[src/rtl/muldiv_unit_pkg.sv]
// muldiv_unit_pkg
//   Shared definitions for the iterative RV32M multiply/divide unit.
//   - MDU_F3_* : funct3 codes of the M-extension OP instructions.
//   - MDU_ST_* : 2-bit FSM state encodings.
//   - MDU_ITERS: number of radix-2 steps per operation.
//   - mdu_mode_e / mdu_dec_t / mdu_decode(): per-funct3 operation attributes.
package muldiv_unit_pkg;

  localparam int MDU_ITERS = 32;

  localparam logic [2:0] MDU_F3_MUL    = 3'd0;
  localparam logic [2:0] MDU_F3_MULH   = 3'd1;
  localparam logic [2:0] MDU_F3_MULHSU = 3'd2;
  localparam logic [2:0] MDU_F3_MULHU  = 3'd3;
  localparam logic [2:0] MDU_F3_DIV    = 3'd4;
  localparam logic [2:0] MDU_F3_DIVU   = 3'd5;
  localparam logic [2:0] MDU_F3_REM    = 3'd6;
  localparam logic [2:0] MDU_F3_REMU   = 3'd7;

  localparam logic [1:0] MDU_ST_IDLE = 2'd0;
  localparam logic [1:0] MDU_ST_CALC = 2'd1;
  localparam logic [1:0] MDU_ST_FIN  = 2'd2;
  localparam logic [1:0] MDU_ST_DONE = 2'd3;

  typedef enum logic {
    MDU_MODE_MUL = 1'b0,
    MDU_MODE_DIV = 1'b1
  } mdu_mode_e;

  // sel_upper picks the high product word for multiplies and the
  // remainder (instead of the quotient) for divides.
  typedef struct packed {
    mdu_mode_e mode;
    logic      op1_signed;
    logic      op2_signed;
    logic      sel_upper;
  } mdu_dec_t;

  function automatic mdu_dec_t mdu_decode(input logic [2:0] f3);
    mdu_dec_t d;
    d = '{mode: MDU_MODE_MUL, op1_signed: 1'b0, op2_signed: 1'b0, sel_upper: 1'b0};
    case (f3)
      MDU_F3_MUL:    d.sel_upper = 1'b0;
      MDU_F3_MULH:   begin
        d.op1_signed = 1'b1;
        d.op2_signed = 1'b1;
        d.sel_upper  = 1'b1;
      end
      MDU_F3_MULHSU: begin
        d.op1_signed = 1'b1;
        d.sel_upper  = 1'b1;
      end
      MDU_F3_MULHU:  d.sel_upper = 1'b1;
      MDU_F3_DIV:    begin
        d.mode       = MDU_MODE_DIV;
        d.op1_signed = 1'b1;
        d.op2_signed = 1'b1;
      end
      MDU_F3_DIVU:   d.mode = MDU_MODE_DIV;
      MDU_F3_REM:    begin
        d.mode       = MDU_MODE_DIV;
        d.op1_signed = 1'b1;
        d.op2_signed = 1'b1;
        d.sel_upper  = 1'b1;
      end
      MDU_F3_REMU:   begin
        d.mode      = MDU_MODE_DIV;
        d.sel_upper = 1'b1;
      end
    endcase
    return d;
  endfunction

endpackage

[src/rtl/muldiv_unit_mdu_step.sv]
// mdu_step
//   Combinational single radix-2 step shared by multiply and divide.
//   Accumulator layout (2*XLEN+1 bits):
//     multiply: {carry, partial-high[XLEN-1:0], multiplier/product-low[XLEN-1:0]}
//     divide  : {remainder[XLEN:0], dividend/quotient[XLEN-1:0]}
// Ports
//   acc      in  2*XLEN+1  current accumulator
//   operand  in  XLEN      multiplicand magnitude (mul) or divisor magnitude (div)
//   mode     in  1         MDU_MODE_MUL / MDU_MODE_DIV
//   acc_next out 2*XLEN+1  accumulator after one step; in divide mode the new
//                          quotient bit is shifted in at acc_next[0]
module mdu_step
  import muldiv_unit_pkg::*;
#(
  parameter int XLEN = 32
) (
  input  logic [2*XLEN:0]  acc,
  input  logic [XLEN-1:0]  operand,
  input  mdu_mode_e        mode,
  output logic [2*XLEN:0]  acc_next
);

  logic [XLEN:0]   mul_sum;
  logic [XLEN+1:0] div_shift;
  logic            div_ge;
  logic [XLEN:0]   div_rem;

  // NOTE: every signal below is assigned on every path through the block,
  // so this stays purely combinational and no latch is inferred.
  always_comb begin
    // Shift-add: add the multiplicand into the high half when the current
    // multiplier LSB is set, then shift the whole accumulator right by one.
    mul_sum = {1'b0, acc[2*XLEN-1:XLEN]}
            + (acc[0] ? {1'b0, operand} : {(XLEN+1){1'b0}});

    // Restoring division: shift the next dividend bit into the remainder,
    // subtract the divisor only if it fits.
    div_shift = acc[2*XLEN:XLEN-1];
    div_ge    = (div_shift >= {2'b00, operand});
    div_rem   = div_ge ? (div_shift[XLEN:0] - {1'b0, operand}) : div_shift[XLEN:0];

    if (mode == MDU_MODE_DIV) begin
      acc_next = {div_rem, acc[XLEN-2:0], div_ge};
    end else begin
      acc_next = {1'b0, mul_sum, acc[XLEN-1:1]};
    end
  end

endmodule

[src/rtl/muldiv_unit.sv]
// muldiv_unit
//   Iterative RV32M multiply/divide unit for the EX stage. Operands are
//   converted to magnitudes at acceptance, 32 radix-2 steps run in CALC, the
//   sign fix-up and word select happen in FIN, and DONE commits the result
//   with a one-cycle done pulse on the following cycle. busy stalls the
//   front of the pipeline for the whole operation including the done cycle.
// Parameters
//   XLEN          operand/result width (only 32 is supported)
//   FAST_SPECIAL  1: divide-by-zero and signed overflow skip the iteration
// Ports
//   clk     in   1     rising-edge clock
//   rst     in   1     asynchronous active-high reset
//   start   in   1     request, accepted only when idle and not flushed
//   funct3  in   3     M-extension operation select
//   op1     in   XLEN  rs1 value, sampled at the accepting edge
//   op2     in   XLEN  rs2 value, sampled at the accepting edge
//   flush   in   1     kill; aborts CALC/FIN, blocks acceptance
//   busy    out  1     high from the accepting edge through the done cycle
//   done    out  1     single-cycle completion pulse
//   result  out  XLEN  registered result, held until the next done
module muldiv_unit
  import muldiv_unit_pkg::*;
#(
  parameter int XLEN         = 32,
  parameter bit FAST_SPECIAL = 1'b1
) (
  input  logic            clk,
  input  logic            rst,
  input  logic            start,
  input  logic [2:0]      funct3,
  input  logic [XLEN-1:0] op1,
  input  logic [XLEN-1:0] op2,
  input  logic            flush,
  output logic            busy,
  output logic            done,
  output logic [XLEN-1:0] result
);

  localparam logic [4:0]      CNT_LAST = 5'(MDU_ITERS - 1);
  localparam logic [XLEN-1:0] MIN_NEG  = {1'b1, {(XLEN-1){1'b0}}};

  // Registered state
  logic [1:0]        state;
  logic [4:0]        cnt;
  mdu_dec_t          dec_q;
  logic              s1_q;      // effective sign of op1 (0 when treated unsigned)
  logic              s2_q;      // effective sign of op2
  logic              dz_q;      // divisor was zero
  logic [2*XLEN:0]   acc_q;
  logic [XLEN-1:0]   opnd_q;
  logic [XLEN-1:0]   res_q;     // staged result, committed to result in DONE

  // Acceptance-side decode
  mdu_dec_t          dec_in;
  logic              neg1;
  logic              neg2;
  logic [XLEN-1:0]   mag1;
  logic [XLEN-1:0]   mag2;
  logic              div_zero;
  logic              div_ovf;
  logic              special;
  logic [XLEN-1:0]   special_val;
  logic              accept;

  // Finish-side fix-up
  logic [2*XLEN-1:0] prod;
  logic [XLEN-1:0]   quo;
  logic [XLEN-1:0]   rem;
  logic [XLEN-1:0]   fin_val;

  logic [2*XLEN:0]   acc_next;

  mdu_step #(.XLEN(XLEN)) u_step (
    .acc      (acc_q),
    .operand  (opnd_q),
    .mode     (dec_q.mode),
    .acc_next (acc_next)
  );

  always_comb begin
    dec_in = mdu_decode(funct3);
    neg1   = dec_in.op1_signed & op1[XLEN-1];
    neg2   = dec_in.op2_signed & op2[XLEN-1];
    mag1   = neg1 ? -op1 : op1;
    mag2   = neg2 ? -op2 : op2;

    div_zero = (op2 == '0);
    div_ovf  = dec_in.op1_signed & (op1 == MIN_NEG) & (op2 == '1);
    special  = (dec_in.mode == MDU_MODE_DIV) & (div_zero | div_ovf);

    if (div_zero) begin
      special_val = dec_in.sel_upper ? op1 : '1;
    end else begin
      special_val = dec_in.sel_upper ? '0 : MIN_NEG;
    end

    // The done cycle still blocks acceptance even though the FSM is idle.
    accept = start & ~flush & (state == MDU_ST_IDLE) & ~done;

    // Sign fix-up. A zero divisor keeps the all-ones quotient un-negated;
    // the remainder always takes the dividend's sign.
    prod = (s1_q ^ s2_q) ? -acc_q[2*XLEN-1:0] : acc_q[2*XLEN-1:0];
    quo  = ((s1_q ^ s2_q) & ~dz_q) ? -acc_q[XLEN-1:0] : acc_q[XLEN-1:0];
    rem  = s1_q ? -acc_q[2*XLEN-1:XLEN] : acc_q[2*XLEN-1:XLEN];

    if (dec_q.mode == MDU_MODE_DIV) begin
      fin_val = dec_q.sel_upper ? rem : quo;
    end else begin
      fin_val = dec_q.sel_upper ? prod[2*XLEN-1:XLEN] : prod[XLEN-1:0];
    end
  end

  assign busy = (state != MDU_ST_IDLE) | done;

  // NOTE: all datapath registers are reset along with the control state so
  // an aborted operation leaves no stale operand or accumulator behind.
  always_ff @(posedge clk or posedge rst) begin
    if (rst) begin
      state  <= MDU_ST_IDLE;
      cnt    <= '0;
      dec_q  <= '0;
      s1_q   <= 1'b0;
      s2_q   <= 1'b0;
      dz_q   <= 1'b0;
      acc_q  <= '0;
      opnd_q <= '0;
      res_q  <= '0;
      result <= '0;
      done   <= 1'b0;
    end else begin
      // NOTE: non-blocking assignments throughout, so every register sees
      // the pre-edge values of the others regardless of statement order.
      done <= 1'b0;
      case (state)
        MDU_ST_IDLE: begin
          if (accept) begin
            dec_q <= dec_in;
            s1_q  <= neg1;
            s2_q  <= neg2;
            dz_q  <= div_zero;
            cnt   <= '0;
            if (FAST_SPECIAL && special) begin
              res_q <= special_val;
              state <= MDU_ST_DONE;
            end else begin
              // Divide iterates over the dividend; multiply over the multiplier.
              acc_q  <= {{(XLEN+1){1'b0}}, (dec_in.mode == MDU_MODE_DIV) ? mag1 : mag2};
              opnd_q <= (dec_in.mode == MDU_MODE_DIV) ? mag2 : mag1;
              state  <= MDU_ST_CALC;
            end
          end
        end
        MDU_ST_CALC: begin
          if (flush) begin
            state <= MDU_ST_IDLE;
          end else begin
            acc_q <= acc_next;
            cnt   <= cnt + 5'd1;
            if (cnt == CNT_LAST) begin
              state <= MDU_ST_FIN;
            end
          end
        end
        MDU_ST_FIN: begin
          if (flush) begin
            state <= MDU_ST_IDLE;
          end else begin
            res_q <= fin_val;
            state <= MDU_ST_DONE;
          end
        end
        MDU_ST_DONE: begin
          // A flush here is ignored: the pulse is emitted and the pipeline
          // drops it.
          result <= res_q;
          done   <= 1'b1;
          state  <= MDU_ST_IDLE;
        end
        default: state <= MDU_ST_IDLE;
      endcase
    end
  end

endmodule

[config.mk]
export PLATFORM = sky130hd
export DESIGN_NAME = muldiv_unit
export DESIGN_NICKNAME = d
export VERILOG_FILES = /design/src/rtl/muldiv_unit_pkg.sv /design/src/rtl/muldiv_unit_mdu_step.sv /design/src/rtl/muldiv_unit.sv
export SDC_FILE = /design/constraint.sdc
export NUM_CORES = 1
export LEC_CHECK = 0
export CORE_MARGIN = 3
export CORE_UTILIZATION = 51
export CTS_BUF_LIST = sky130_fd_sc_hd__clkbuf_8
export DETAILED_ROUTE_END_ITERATION = 6
export PLACE_DENSITY = 0.68
export SYNTH_ARGS = -nofsm -noshare
export SYNTH_HDL_FRONTEND = slang
export SYNTH_SLANG_ARGS = --single-unit
[constraint.sdc]
create_clock -name clk -period 7.1 [get_ports clk]
set_clock_uncertainty 0.1 [all_clocks]
set_input_delay 1.42 -clock clk [delete_from_list [all_inputs] [get_ports clk]]
set_output_delay 1.42 -clock clk [all_outputs]
set_load 0.005 [all_outputs]
==> results of run 1 <==
==> per-stage QoR <==
stage | util, % | std cells | setup slack (ns)
floorplan | - | 2185 | 0.863
global placement | 56.1 | 2585 | 1.51
detailed placement | 56.1 | 2585 | 1.37
CTS | 57.4 | 2617 | 1.92
global route | 57.4 | 2617 | 1.56
finish | 57.4 | 2617 | 1.79
==> worst min path at each step <==
stage	from	to	slack [ns]
floorplan	opnd_q[24]	opnd_q[24]	0.34
global placement	opnd_q[24]	opnd_q[24]	0.36
detailed placement	opnd_q[24]	opnd_q[24]	0.36
CTS	opnd_q[24]	opnd_q[24]	0.39
global route	opnd_q[24]	opnd_q[24]	0.42
finish	opnd_q[24]	opnd_q[24]	0.39
==> cells by family (layout without fill, tap and decap cells) <==
family / after synthesis / after routing / share of synthesized area [%]
XOR/XNOR: 226 / 226 / 11.8
flip-flops: 174 / 174 / 26.0
multiplexers: 115 / 115 / 7.55
AND/OR/NAND/NOR: 705 / 705 / 19.8
AO/OA/AOI/OAI: 664 / 664 / 23.9
buffers and inverters: 228 / 225 / 5.44
adder cells (fa/ha/maj): 73 / 73 / 5.54
==> power by group <==
part           internal [mW]  switching [mW]
Combinational           1.48            2.08
Sequential              1.15           0.462
Clock                  0.297           0.454
==> state kept, by name (all words and copies together), names as in the netlist <==
| signal | count |
|---|---|
| cnt | 5 |
| s1_q | 1 |
| dec_q | 2 |
| done | 1 |
| result | 32 |
| s2_q | 1 |
| dz_q | 1 |
| res_q | 32 |
| opnd_q | 32 |
| acc_q | 65 |
| state | 2 |
==> cell usage after synthesis, types with 27 or more instances <==
| cell type | n |
|---|---|
| dfrtp_1 | 174 |
| o211ai_1 | 30 |
| nand2_1 | 212 |
| a21oi_1 | 203 |
| o21ai_0 | 215 |
| clkbuf_1 | 131 |
| mux2_2 | 48 |
| a31oi_1 | 27 |
| mux2i_1 | 62 |
| xor2_1 | 92 |
| nor2_1 | 251 |
| nand3_1 | 31 |
| ha_1 | 71 |
| a21o_1 | 39 |
| xnor2_1 | 134 |
| inv_1 | 64 |
| nor3_1 | 46 |
==> routing by layer <==
metal  global-route usage, %  up-vias
li1                        -     7730
met1                    45.6     7989
met2                    50.3      740
met3                    5.62      117
met4                    11.9        0
met5                       0        -
==> worst min-delay path, cell delays in order (launching register included) <==
cell and delay, ns:
dfrtp_1 0.37, nand2_1 0.05, nand2_1 0.05
==> layout make-up <==
type	count	area, um^2	share of cell area [%]
multi-input combinational	1783	11600	63.0
clock buffer	17	234	1.28
timing repair buffer	128	1230	6.70
clock inverter	15	169	0.921
sequential	174	4360	23.8
tap	435	544	2.97
inverter	65	249	1.36
==> results.md, run 1 <==
* Worst VDD drop at 0.155 mV
* CP startpoint: op2[0]
* Final TNS setup at 0 ns
* DRC Markers at 0
* Metal2 WL at 26200 um
* First-pass GRT wire length at 89900 um
* Cell row count at 65
* Yosys Warn Count at 0
* Setup crit end kind: flop
* Commonest cells after routing, fill and taps aside: nor2_1 (250), o21ai_0 (215), nand2_1 (212)
* Crit path DAT at 5.62 ns
* GRT Overall Usage at 32.5%
* Remaining antenna violation count after routing at 0
* Mapped Area at 0.0168 mm^2
* Area delta synth->final at 9.34%
* GP Congestion at 0.966
* Clock latency on the worst-skew pair at 0.53 ns
* Fillers at 2993
* Critical-path cell list: clkdlybuf4s50_1 > inv_1 > ha_1 > or3b_2 > nor2_1 > and3_1 > nand2_1 > nor4_4 > o21ai_2 > o21bai_1 > nor3b_4 > buf_4 > o211ai_1 > o22a_1
* Outcome: finished clean
* Post-synth EDFFs at 0
* Cell area after layout at 0.0183 mm^2
* Post-DP HPWL at 44600 um
* Worst path required time at 7.41 ns
* Synth cell types at 84
* Buffers on Ports at 104
* Slew of the pin with the lowest slew margin at 1.18 ns
* R2r setup slk at 1.96 ns
* Commonest non-fill, non-tap cell in the layout: nor2_1
* WHS at 0.389 ns
* Vias at 16600
* Top cells by area, synth: dfrtp_1 (26%), xnor2_1 (7.0%), o21ai_0 (6.4%)
* Post-synthesis cell count at 2185
* Period utilization at 74.7%
* First drt pass iteration count at 6
* Core area at 0.0320 mm^2
* CTS sink count at 174
* Uppermost layer routed: met4
* Max clock buf depth at 2
* Crit Path Class: primary input to flop
* CTS tree: yes
* Crit path depth at 14
* Initial Util at 52.5%
* Post-synth top area share at 26.0%
* Most used DFF post-synth: dfrtp_1
* Final Hold Fails at 0
* Tmin final at 5.31 ns
* Overall Power at 5.92 mW
* I/O Pins at 105
* Vias in the first global route at 15300
* DIE WIDTH at 187 um
* Nets@finish at 2313
* Placed cell area at 0.0179 mm^2
* Rel. slew slack at 21.2%
* Crit path to: res_q[12]
* Antenna Cells at 0
* Synthesized flop and latch total at 174
* # hold bufs at CTS at 0
* Max_cap viols at 0
* Fmax at 188 MHz
* Reg2reg end: acc_q[39]
* CTS root buffer: clkbuf_8
* Die area at 0.0351 mm^2
* Wire length on met1 at 25100 um
* Drt wl/cell at 22.2 um
* Post-CTS sizing at 0
* Global route overflow at 0
* Sequential area share after synthesis at 26.0%
* Startpoint Class: primary input
* Slowest CP cell: buf_4
* Worst Path Max Fanout at 64
* Routed wl met3 at 4920 um
* Initial antenna violation count at 0
* Synth area leader: dfrtp_1
* Max stage delay on crit path at 0.53 ns
* WHS Path Cells at 2
* Cell family with most CP delay: simple AND/OR/NAND/NOR gates
* Post-CTS Setup Bufs at 0
* R2R depth at 14
* Crit path buf inv count at 3
* Largest net degree at the start of global routing at 97
* Synthesized Nets at 2329
* Syn_area_per_cell at 7.67 um^2
* Pwr dens at 323 mW/mm^2
* Leakage Power at 7.75 nW
* Layout cells sized above 1 at 7.01%
* Asr flop ratio synth at 100%
* Final slew viol count at 0
* Die Ht at 187 um
* Vias/cell at 6.33
* WL final at 58200 um
* Final Setup Violations at 0
* CTS buffer count at 17
* RSZ-0062 raised after global routing: no
* H-Tree Level Count at 4
* Hold Path Class: flop to flop
* Clock Pin Slew Worst Setup and Hold Paths at 0.10 ns
* Iteration-0 DRC Markers at 2080
* Reg-to-Reg Start: acc_q[31]
(Power assumes the default switching activity.)
==> run 2, diff against run 1 <==
==> constraint.sdc (replaced) <==
create_clock -name clk -period 5.1 [get_ports clk]
set_clock_uncertainty 0.1 [all_clocks]
set_input_delay 1.02 -clock clk [delete_from_list [all_inputs] [get_ports clk]]
set_output_delay 1.02 -clock clk [all_outputs]
set_load 0.005 [all_outputs]
==> run 2 against run 1 <==
First-iteration DRC count shrank 3.4%. Largest cell class unchanged. Global-route usage grew 0.25 points. Critical path depth is the same.
==> results.md, run 2 (synthesis results as in run 1) <==
* Post-CTS sizing at 0 (unchanged)
* Rel. slew slack at 30.9% (was 21.2%)
* Net switching fraction of the power at 50.6% (about the same)
* Worst Path Max Fanout at 28 (was 64)
* Crit path DAT at 4.76 ns (was 5.62 ns)
* Vias/cell at 6.28 (was 6.33)
* GRT Overall Usage at 32.7% (was 32.5%)
* Worst path required time at 5.41 ns (was 7.41 ns)
* Final TNS setup at 0 ns (unchanged)
* Slew of the pin with the lowest slew margin at 1.04 ns (was 1.18 ns)
* Hold Path Class: flop to flop (unchanged)
* Clock share of power at 13.0% (was 12.7%)
* First-pass GRT wire length at 89600 um (was 89900 um)
* I/O Pins at 105 (unchanged)
* Max_cap viols at 0 (unchanged)
* GP Congestion at 0.969 (was 0.966)
* Final slew viol count at 0 (unchanged)
* Initial antenna violation count at 8 (was 0)
* First drt pass iteration count at 6 (unchanged)
* Pwr dens at 448 mW/mm^2 (was 323 mW/mm^2)
* Nets@finish at 2331 (was 2313)
* Worst VDD drop at 0.239 mV (was 0.155 mV)
* Leakage Power at 7.85 nW (was 7.75 nW)
* Net switching power at 4.21 mW (was 2.99 mW)
* Outcome: finished clean (unchanged)
* Vias at 16600 (about the same)
* Core area at 0.0320 mm^2 (unchanged)
* Die Ht at 187 um (unchanged)
* Area delta synth->final at 10.6% (was 9.34%)
* Seq pwr share at 26.8% (was 27.2%)
* Clock latency on the worst-skew pair at 0.54 ns (was 0.53 ns)
* Buffers on Ports at 104 (unchanged)
* Remaining antenna violation count after routing at 0 (unchanged)
* Post-CTS Setup Bufs at 0 (unchanged)
* Vias in the first global route at 15200 (was 15300)
* Commonest cells after routing, fill and taps aside: nor2_1 (250), o21ai_0 (215), nand2_1 (212) (unchanged)
* Final Hold Fails at 0 (unchanged)
* Initial Util at 52.5% (unchanged)
* Iteration-0 DRC Markers at 2009 (was 2080)
* Placed cell area at 0.0181 mm^2 (was 0.0179 mm^2)
* Global route overflow at 0 (unchanged)
* Die area at 0.0351 mm^2 (unchanged)
* Commonest non-fill, non-tap cell in the layout: nor2_1 (unchanged)
* Layout cells sized above 1 at 7.77% (was 7.01%)
* Drt wl/cell at 22.2 um (about the same)
* WHS Path Cells at 2 (unchanged)
* Cell area after layout at 0.0186 mm^2 (was 0.0183 mm^2)
* R2R depth at 14 (unchanged)
* Overall Power at 8.31 mW (was 5.92 mW)
* Max reg flops at 65 (unchanged)
* H-Tree Level Count at 4 (unchanged)
* Fmax at 225 MHz
* Largest Register: acc_q (unchanged)
* Setup crit end kind: flop (unchanged)
* Internal at 4.10 mW (was 2.92 mW)
* WL final at 58600 um (was 58200 um)
* Clock Pin Slew Worst Setup and Hold Paths at 0.11 ns (was 0.10 ns)
* Largest net degree at the start of global routing at 97 (unchanged)
* Crit Path Class: flop to flop (was primary input to flop)
* CTS root buffer: clkbuf_8 (unchanged)
* Post-DP HPWL at 45500 um (was 44600 um)
* Cell row count at 65 (unchanged)
* Final Setup Violations at 0 (unchanged)
* Period utilization at 87.3%
* Fillers at 2991 (was 2993)
* RSZ-0062 raised after global routing: no (unchanged)
* CTS sink count at 174 (unchanged)
* CTS tree: yes (unchanged)
* Max clock buf depth at 2 (unchanged)
* DIE WIDTH at 187 um (unchanged)
* Tmin final at 4.45 ns
* CTS buffer count at 17 (unchanged)
* DRC Markers at 0 (unchanged)
* Startpoint Class: flop (was primary input)
* Fin util at 58.0% (was 57.4%)
* # hold bufs at CTS at 0 (unchanged)
* Comb power frac at 60.1% (about the same)
[run 2: cell count changes in the layout (fill, tap and decap cells not counted), sizes merged]
cell      delta
buf         +18
inv          -4
clkinvlp     +3
diode        +3
clkinv       +1
[run 2: path summary, 6_finish.rpt]
path,from,slack (ns),endpoint
worst min register to register,opnd_q[24],0.38,opnd_q[24]
worst max register to register,acc_q[0],0.65,acc_q[60]
worst min-delay path,opnd_q[24],0.38,opnd_q[24]
min in group asynchronous,rst,0.64,acc_q[41]
worst max-delay path,acc_q[0],0.65,acc_q[60]
max in group asynchronous,rst,3.48,dec_q[3]
[run 2: power by group through the flow]
stage	sequential, mW	clock [mW]	combinational (mW)
2_1_floorplan	1.82	0	4.00
3_3_place_gp	2.22	0	4.82
3_5_place_dp	2.23	0	4.90
4_1_cts	2.20	1.09	4.92
5_1_grt	2.26	1.15	5.49
6_report	2.23	1.08	5.00
[run 2: layout make-up]
cell class	instances	area [um^2]	share of cell area, %
inverters	65	248	1.34
repair buffers	146	1410	7.62
clock buffers	17	234	1.26
well taps	435	544	2.93
diodes	3	7.51	0.0405
clock inverters	15	195	1.05
multi-input cells	1783	11600	62.3
flip-flops and latches	174	4360	23.5
[run 2: routing by layer]
metal  GRT usage [%]  vias to the layer above  share of wire [%]
met5               0                        -               0.12
met4            14.4                       10                4.5
met3            7.59                      151                8.9
met2            50.1                      711                 44
met1            44.2                     7921                 42
li1                -                     7779                  -
[run 2: worst max-delay path, stage by stage (launching register included)]
cell and delay [ns]:
dfrtp_1 0.43, inv_1 0.24, buf_4 0.39, nor2_1 0.10
ha_1 0.42, and4_1 0.27, and4_1 0.19, nand3_1 0.20
a311oi_1 0.51, o22ai_1 0.25, o21ai_0 0.44, a211oi_1 0.15
o21bai_1 0.26, mux2i_1 0.11, a221o_1 0.26
[run 2: stage by stage]
stage	hold WS, ns	cells	setup WS [ns]
floorplan	0.339	2185	1.31
global placement	0.355	2603	0.422
detailed placement	0.358	2603	0.307
CTS	0.382	2635	0.804
global route	0.404	2636	0.544
finish	0.379	2638	0.649
==> run 3, diff against run 2 <==
--- a/config.mk
+++ b/config.mk
@@ -9,7 +9,8 @@
 export CORE_UTILIZATION = 51
 export CTS_BUF_LIST = sky130_fd_sc_hd__clkbuf_8
 export DETAILED_ROUTE_END_ITERATION = 6
-export PLACE_DENSITY = 0.68
+export DONT_BUFFER_PORTS = 1
+export PLACE_DENSITY = 0.64
 export SYNTH_ARGS = -nofsm -noshare
 export SYNTH_HDL_FRONTEND = slang
 export SYNTH_SLANG_ARGS = --single-unit
==> run 3 against run 2 <==
The flow now finishes with violations (design-rule violations). Cell count is 4.2% lower. Worst setup slack better by 0.25 ns. Clock-buffer cell count did not move. Critical path depth decreased by 1. Sequential share of layout area up 1.5 points. Routed wire length grew 1.6%. Non-clock buffer count down 107. Via count down 2.2%. Maximum frequency is 6.0% higher. Utilization fell by 3.5 points. Die area did not move. Global-route usage rose by 0.42 points. Critical endpoint unchanged. Largest power group unchanged. Highest routed layer is now met4.
==> results.md, run 3 (synthesis results as in run 1) <==
* First-pass GRT wire length at 91100 um (was 89600 um)
* Final slew viol count at 0 (unchanged)
* DRC Markers at 2 (was 0)
* Vias in the first global route at 15000 (was 15200)
* Cell area after layout at 0.0174 mm^2 (was 0.0186 mm^2)
* DIE WIDTH at 187 um (unchanged)
* Outcome: finished, violations left (was finished clean)
* CTS tree: yes (unchanged)
* H-Tree Level Count at 4 (unchanged)
* Leakage Power at 7.43 nW (was 7.85 nW)
* WHS Path Cells at 2 (unchanged)
* Max reg flops at 65 (unchanged)
* Post-CTS sizing at 0 (unchanged)
* Nets@finish at 2224 (was 2331)
* RSZ-0062 raised after global routing: no (unchanged)
* Fin util at 54.6% (was 58.0%)
* Placed cell area at 0.0171 mm^2 (was 0.0181 mm^2)
* Die Ht at 187 um (unchanged)
* Vias/cell at 6.41 (was 6.28)
* Setup crit end kind: flop (unchanged)
* Post-CTS Setup Bufs at 0 (unchanged)
* Drt wl/cell at 23.6 um (was 22.2 um)
* Largest Register: acc_q (unchanged)
* Pre-CTS setup slack at 0.700 ns (was 0.307 ns)
* Rel. slew slack at 32.7% (was 30.9%)
* CTS root buffer: clkbuf_8 (unchanged)
* Clock Pin Slew Worst Setup and Hold Paths at 0.10 ns (was 0.11 ns)
* Failing checks: design-rule violations
* Cell row count at 65 (unchanged)
* Global route overflow at 0 (unchanged)
* Buffers on Ports at 0 (was 104)
* Commonest non-fill, non-tap cell in the layout: nor2_1 (unchanged)
* Area delta synth->final at 4.00% (was 10.6%)
* Initial Util at 52.5% (unchanged)
* Die area at 0.0351 mm^2 (unchanged)
* Crit path DAT at 4.48 ns (was 4.76 ns)
* Vias at 16200 (was 16600)
* Layout cells sized above 1 at 7.89% (was 7.77%)
* Pwr dens at 470 mW/mm^2 (was 448 mW/mm^2)
* Post-DP HPWL at 45300 um (was 45500 um)
* Hold Path Class: flop to flop (unchanged)
* Largest net degree at the start of global routing at 175 (was 97)
* First drt pass iteration count at 7 (was 6)
* Worst path required time at 5.39 ns (was 5.41 ns)
* R2R depth at 13 (was 14)
* Crit Path Class: flop to flop (unchanged)
* Tmin final at 4.20 ns (was 4.45 ns)
* WHS at 0.377 ns (was 0.379 ns)
* Max clock buf depth at 2 (unchanged)
* Fillers at 3158 (was 2991)
* Final TNS setup at 0 ns (unchanged)
* CTS sink count at 174 (unchanged)
* CTS buffer count at 17 (unchanged)
* Non-filler cells, final at 2528 (was 2638)
* Core area at 0.0320 mm^2 (unchanged)
* Worst VDD drop at 0.337 mV (was 0.239 mV)
* GRT Overall Usage at 33.2% (was 32.7%)
* Clock latency on the worst-skew pair at 0.50 ns (was 0.54 ns)
* GP Congestion at 0.989 (was 0.969)
* Slew of the pin with the lowest slew margin at 1.01 ns (was 1.04 ns)
* Period utilization at 82.3% (was 87.3%)
* # hold bufs at CTS at 0 (unchanged)
* Worst Path Max Fanout at 16 (was 28)
* Placed cells at 2496 (was 2603)
* Min setup slack post-route at 0.902 ns (was 0.649 ns)
* Overall Power at 8.20 mW (was 8.31 mW)
* Iteration-0 DRC Markers at 1892 (was 2009)
* Fmax at 238 MHz (was 225 MHz)
* Startpoint Class: flop (unchanged)
* Commonest cells after routing, fill and taps aside: nor2_1 (251), o21ai_0 (215), nand2_1 (212) (was nor2_1 (250), o21ai_0 (215), nand2_1 (212))
* Max_cap viols at 0 (unchanged)
* Initial antenna violation count at 0 (was 8)
* WL final at 59600 um (was 58600 um)
* Remaining antenna violation count after routing at 0 (unchanged)
* Final Setup Violations at 0 (unchanged)
* Final Hold Fails at 0 (unchanged)
* I/O Pins at 105 (unchanged)
-- run 3: per-layer routing --
layer | GRT usage, % | up-vias | part of all wire [%]
li1 | - | 7544 | -
met1 | 46.4 | 7770 | 43
met2 | 51.1 | 775 | 44
met3 | 6.62 | 115 | 9.0
met4 | 11.6 | 0 | 3.6
met5 | 0 | - | 0
-- run 3: final cells by class --
type | instances | area (um^2) | share of cell area [%]
Antenna cell | 1 | 2.50 | 0.0144
Clock inverter | 14 | 149 | 0.854
Clock buffer | 17 | 234 | 1.34
Inverter | 65 | 248 | 1.42
Multi-Input combinational cell | 1783 | 11500 | 66.2
Sequential cell | 174 | 4360 | 25.0
Timing Repair Buffer | 39 | 355 | 2.04
Tap cell | 435 | 544 | 3.12
-- run 3: worst paths after layout --
check | to | slack (ns) | startpoint
max | acc_q[60] | 0.90 | acc_q[0]
min | opnd_q[24] | 0.38 | opnd_q[24]
max reg2reg | acc_q[60] | 0.90 | acc_q[0]
min reg2reg | opnd_q[24] | 0.38 | opnd_q[24]
max in group asynchronous | s2_q | 3.56 | rst
min in group asynchronous | acc_q[40] | 0.55 | rst
-- run 3: where the power goes --
group / switching (mW) / internal (mW) / total, mW
logic: 2.95 / 2.06 / 5.02
registers: 0.586 / 1.60 / 2.19
clock network: 0.631 / 0.362 / 0.993
-- run 3: worst max-delay path: stages (launching register included) --
cell,delay (ns)
dfrtp_1,0.40
inv_1,0.48
nor2_1,0.12
ha_1,0.36
o21ai_0,0.16
o21ai_0,0.35
nand3_1,0.25
a311oi_1,0.50
o22ai_1,0.22
o21ai_0,0.43
a211oi_1,0.15
o21bai_1,0.19
mux2i_1,0.10
a221o_1,0.26
